==> config.mk <==
export PLATFORM = sky130hd
export DESIGN_NAME = jtpopeye_promload
export DESIGN_NICKNAME = d
export VERILOG_FILES = /design/src/rtl/jtpopeye_promload.sv
export SDC_FILE = /design/constraint.sdc
export NUM_CORES = 1
export LEC_CHECK = 0
export ABC_AREA = 1
export BUFFER_PORTS_ARGS = -buffer_cell sky130_fd_sc_hd__buf_2
export CAP_MARGIN = 0
export CORE_MARGIN = 2
export CORE_UTILIZATION = 50
export DETAILED_ROUTE_END_ITERATION = 10
export PLACE_DENSITY_LB_ADDON = 0.25
export SLEW_MARGIN = 5
export SYNTH_ARGS = -nofsm -noshare
export SYNTH_HDL_FRONTEND = slang
export SYNTH_SLANG_ARGS = --single-unit
==> constraint.sdc <==
create_clock -name clk -period 1.8 [get_ports clk]
set_input_delay 0.18 -clock clk [delete_from_list [all_inputs] [get_ports clk]]
set_output_delay 0.18 -clock clk [all_outputs]
set_load 0.005 [all_outputs]
==> src/rtl/jtpopeye_promload.sv <==
// ---------------------------------------------------------------------------------------------
// jtpopeye_promload
//
// Picks the colour-PROM bytes out of the ROM download stream and turns each one into a
// single-cycle write into one of the four colour-mixer PROMs (4a, 3a, 5b, 5a). It counts the
// bytes it accepts. When the download ends, it reports whether exactly the expected number of
// bytes arrived. Layer enables to the mixer are forced off while a load is in progress.
//
// Ports
//   clk          in   system clock, all logic on posedge
//   rst          in   synchronous, active-high reset
//   downloading  in   ROM download in progress
//   ioctl_addr   in   download byte address (22 bits)
//   ioctl_data   in   download byte
//   ioctl_wr     in   one-cycle byte-valid strobe
//   gfx_en_in    in   user layer enables {bak,obj,txt}
//   prog_addr    out  PROM write address (held between writes)
//   prom_din     out  PROM write data (held between writes)
//   prom_*_we    out  per-PROM write strobes, at most one high, one cycle after the byte
//   gfx_en       out  layer enables to the mixer, zero while busy (1-cycle latency)
//   prom_ok      out  full PROM set loaded by the last download
//   busy         out  high while a download is being captured
// ---------------------------------------------------------------------------------------------
module jtpopeye_promload #(
    parameter logic [21:0] PROM_START = 22'h1_8000,
    parameter int unsigned PROM_LEN   = 576
) (
    input  logic        clk,
    input  logic        rst,
    input  logic        downloading,
    input  logic [21:0] ioctl_addr,
    input  logic [7:0]  ioctl_data,
    input  logic        ioctl_wr,
    input  logic [2:0]  gfx_en_in,
    output logic [7:0]  prog_addr,
    output logic [7:0]  prom_din,
    output logic        prom_4a_we,
    output logic        prom_3a_we,
    output logic        prom_5b_we,
    output logic        prom_5a_we,
    output logic [2:0]  gfx_en,
    output logic        prom_ok,
    output logic        busy
);

    localparam logic [21:0] LenAddr = 22'(PROM_LEN);
    localparam logic [9:0]  LenCnt  = 10'(PROM_LEN);

    typedef enum logic [1:0] {StIdle, StLoad, StDone} state_e;

    state_e      r_state;
    logic        r_dl_prev;
    logic [9:0]  r_cnt;
    logic [3:0]  r_we;          // {4a, 3a, 5b, 5a}
    logic [7:0]  r_prog_addr;
    logic [7:0]  r_prom_din;
    logic [2:0]  r_gfx_en;
    logic        r_prom_ok;

    logic [21:0] w_off;
    logic        w_in_range;
    logic        w_accept;
    logic        w_rise;
    logic        w_fall;
    logic [3:0]  w_sel;
    logic [7:0]  w_addr;

    // Addresses below PROM_START wrap to huge offsets, so one unsigned compare covers both ends.
    assign w_off      = ioctl_addr - PROM_START;
    assign w_in_range = (w_off < LenAddr);
    assign w_accept   = (r_state == StLoad) && ioctl_wr && downloading && w_in_range;
    assign w_rise     = downloading && !r_dl_prev;
    assign w_fall     = !downloading && r_dl_prev;

    // Region decode. 5b starts at 0x040 and 5a at 0x140; both bases have low byte 0x40, so
    // an 8-bit subtract yields the in-PROM address for either.
    always_comb begin
        w_sel  = 4'b0000;
        w_addr = 8'h00;
        if (w_off[9:0] < 10'h020) begin
            w_sel  = 4'b1000;
            w_addr = {3'b000, w_off[4:0]};
        end else if (w_off[9:0] < 10'h040) begin
            w_sel  = 4'b0100;
            w_addr = {3'b000, w_off[4:0]};
        end else if (w_off[9:0] < 10'h140) begin
            w_sel  = 4'b0010;
            w_addr = w_off[7:0] - 8'h40;
        end else begin
            w_sel  = 4'b0001;
            w_addr = w_off[7:0] - 8'h40;
        end
    end

    always_ff @(posedge clk) begin
        if (rst) begin
            r_state     <= StIdle;
            r_dl_prev   <= 1'b0;
            r_cnt       <= 10'd0;
            r_we        <= 4'b0000;
            r_prog_addr <= 8'h00;
            r_prom_din  <= 8'h00;
            r_gfx_en    <= 3'b000;
            r_prom_ok   <= 1'b0;
        end else begin
            r_dl_prev <= downloading;
            r_gfx_en  <= (r_state == StLoad) ? 3'b000 : gfx_en_in;
            r_we      <= 4'b0000;

            if (w_accept) begin
                r_we        <= w_sel;
                r_prog_addr <= w_addr;
                r_prom_din  <= ioctl_data;
                if (r_cnt != 10'h3FF) begin
                    r_cnt <= r_cnt + 10'd1;
                end
            end

            // Accepting needs LOAD, entering needs IDLE/DONE: the two counter writes never meet.
            unique case (r_state)
                StIdle, StDone: begin
                    if (w_rise) begin
                        r_state   <= StLoad;
                        r_cnt     <= 10'd0;
                        r_prom_ok <= 1'b0;
                    end
                end
                StLoad: begin
                    if (w_fall) begin
                        r_state   <= StDone;
                        r_prom_ok <= (r_cnt == LenCnt);
                    end
                end
                default: r_state <= StIdle;
            endcase
        end
    end

    assign prog_addr  = r_prog_addr;
    assign prom_din   = r_prom_din;
    assign prom_4a_we = r_we[3];
    assign prom_3a_we = r_we[2];
    assign prom_5b_we = r_we[1];
    assign prom_5a_we = r_we[0];
    assign gfx_en     = r_gfx_en;
    assign prom_ok    = r_prom_ok;
    assign busy       = (r_state == StLoad);

endmodule
==> qor.yml <==
outcome: "finished, final reports clean"
vias_per_cell: 4.76
synth_area_sq_um: 1920
cts_made_buffers: 5
cts_hold_buffers: 0
hp-start: "ioctl_addr[5]"
portBuffers: 61
die_y_um: 65.9
place_hpwl_mm: 3.14
worst_pin_slew_ns: 0.287
final_nets: 392
drt-met1-wl_mm: 1.93
finish.instance_area_sq_um: 2390
pin_count: 62
critPathKind: "reg2reg"
start_util: 0.524
grt_use_total: 0.206
syn_to_final_growth_pct: 24.8
fp.coreArea_sq_um: 3660
overflow: 0
power_mw: 1.56
max-clock-path-buffers: 2
setup_viol: 0
post_cts_resize_count: 0
power.leakage_nw: 1.26
drt_iter0_markers: 58
drv_slew: 0
dr_wl_met2_mm: 1.79
grt_setup_unrepaired: "no"
ant_nets: 0
fin_worst_skew_ns: 0.00953
peakVddDrop_mv: 0.488
firstDrtPassIters: 4
yosysWarnings: 0
period_needed_ns: 1.62
rows: 22
wl_met3_um: 257
synth.distinct_cells: 29
critPathRequiredTime_ns: 1.98
finalWirelength_mm: 4.02
postPlaceCellArea_sq_um: 2300
insertion_delay_ns: 0.29
dieArea_sq_um: 4340
crit_start: "r_cnt[0]$_SDFF_PP0_"
fin_tns_setup_ns: 0
finalHoldViolCount: 0
antenna_cells: 0
whs_ns: 0.0937
syn_avg_cell_area_sq_um: 6.77
num_vias: 1903
grt_pass1_wl_mm: 6.94
die_w_um: 65.9
cp.arrival_ns: 1.80
hold_path_class: "in2reg"
grt_max_degree: 21
top_layer_used: "met4"
pre_cts_ws_ns: 0.0816
ctsRootBufferMaster: "clkbuf_8"
finalCritPeriodShare: 0.900
cts_tree: "yes"
n_fill_cell: 336
cts_setup_buffers: 0
first_global_vias: 1661
powerDensity_nw_per_um2: 650
synth_seq_cells: 37
gp_congestion: 0.862
maxCapViolCount: 0
worst_slack_ns: 0.181
start_kind: "flip-flop"
htree_levels: 2
route.detailed.wl_per_inst_um: 10.0
end_kind: "flip-flop"
relSlewSlack: 0.809
fmax_mhz: 618
synth_nets: 324
antenna_found_initial: 0
cts_sinks: 37
synthesis.instances: 283
crit_fanout: 7
seq_area_frac_synth: 0.386
r2r_start: "r_cnt[0]$_SDFF_PP0_"
drive_gt1_frac: 0.264
path_clk_slew_ns: 0.08
drc_errors: 0
cells by family after synthesis:
family,after synthesis,synth area share
simple gates,162,0.399
buf+inv,50,0.106
flops,37,0.386
compound gates,29,0.0770
fa+ha+maj,4,0.0261
xor+xnor,1,0.00457
critical path, cell delays in order (launching register included):
cell     delay, ns
dfxtp_2       0.37
ha_2          0.21
inv_1         0.05
nor2_2        0.15
nand2_1       0.14
nor3_4        0.20
buf_4         0.18
nor2_8        0.05
a21oi_1       0.12
nor2_1        0.05
flip-flops by register name, summed over array words and instances (netlist names):
signal,count
prom_din,8
r_we,4
r_cnt,10
prog_addr,8
prom_ok,1
r_state,2
gfx_en,3
r_dl_prev,1
cell type report:
class	count	area, sq um	area share
clock buffer	5	68.8	0.0288
clock inverter	3	22.5	0.00941
inverter	45	169	0.0706
multi-input combinational	196	975	0.407
sequential	37	742	0.310
tap	48	60.1	0.0251
timing repair buffer	66	355	0.149
layer usage:
metal  global-route usage  vias up
li1                     -     1022
met1                0.269      823
met2                0.311       53
met3               0.0801        5
met4               0.0651        0
met5                    0        -
cell usage in the layout (no fill, tap or decap), types with 4 or more instances in the layout:
| master | instances |
|---|---|
| clkbuf_8 | 5 |
| nor2_1 | 61 |
| buf_2 | 61 |
| inv_1 | 42 |
| o21ai_0 | 19 |
| buf_4 | 4 |
| nand3_1 | 23 |
| nor3_1 | 6 |
| a21oi_1 | 7 |
| dfxtp_1 | 36 |
| nand4_1 | 5 |
| nand2_1 | 51 |
path summary, 6_finish.rpt:
kind | cells after the start | slack [ns] | end
setup / recovery | 9 | 0.18 | r_cnt[5]$_SDFF_PP0_
hold / removal | 2 | 0.09 | r_we[3]$_SDFF_PP0_
setup reg to reg | 9 | 0.18 | r_cnt[5]$_SDFF_PP0_
hold reg to reg | 2 | 0.49 | prog_addr[5]$_SDFFE_PP0N_
power by group:
group / switching, mW / internal (mW) / total [mW]
registers: 0.00364 / 0.827 / 0.831
logic: 0.0920 / 0.0647 / 0.157
clock network: 0.293 / 0.274 / 0.567
total: 0.389 / 1.17 / 1.56
synth_stat cells:
library cell / count / area share
a21oi_1: 7 / 0.018
buf_2: 1 / 0.0026
buf_6: 2 / 0.012
clkbuf_1: 2 / 0.0039
dfxtp_1: 37 / 0.39
ha_1: 4 / 0.026
inv_1: 42 / 0.082
inv_2: 3 / 0.0059
nand2_1: 51 / 0.10
nand2_2: 3 / 0.0098
nand2_4: 1 / 0.0059
nand3_1: 23 / 0.060
nand3_2: 1 / 0.0052
nand3_4: 1 / 0.0091
nand4_1: 5 / 0.016
nand4_2: 1 / 0.0065
nor2_1: 61 / 0.12
nor2_2: 1 / 0.0033
nor2_4: 3 / 0.018
nor2_8: 1 / 0.010
nor2b_1: 1 / 0.0033
nor3_1: 6 / 0.016
nor3_2: 1 / 0.0052
nor3_4: 1 / 0.0085
nor4_1: 1 / 0.0033
o211ai_1: 1 / 0.0039
o21ai_0: 19 / 0.050
o21ai_1: 2 / 0.0052
xor2_1: 1 / 0.0046
through the flow:
stage | utilization | std cells
CTS | 0.652 | 400
finish | 0.653 | 400
detailed placement | 0.627 | 392
floorplan | - | 283
global placement | 0.627 | 392
global route | 0.653 | 400
Power figures use the tool's default switching activity.
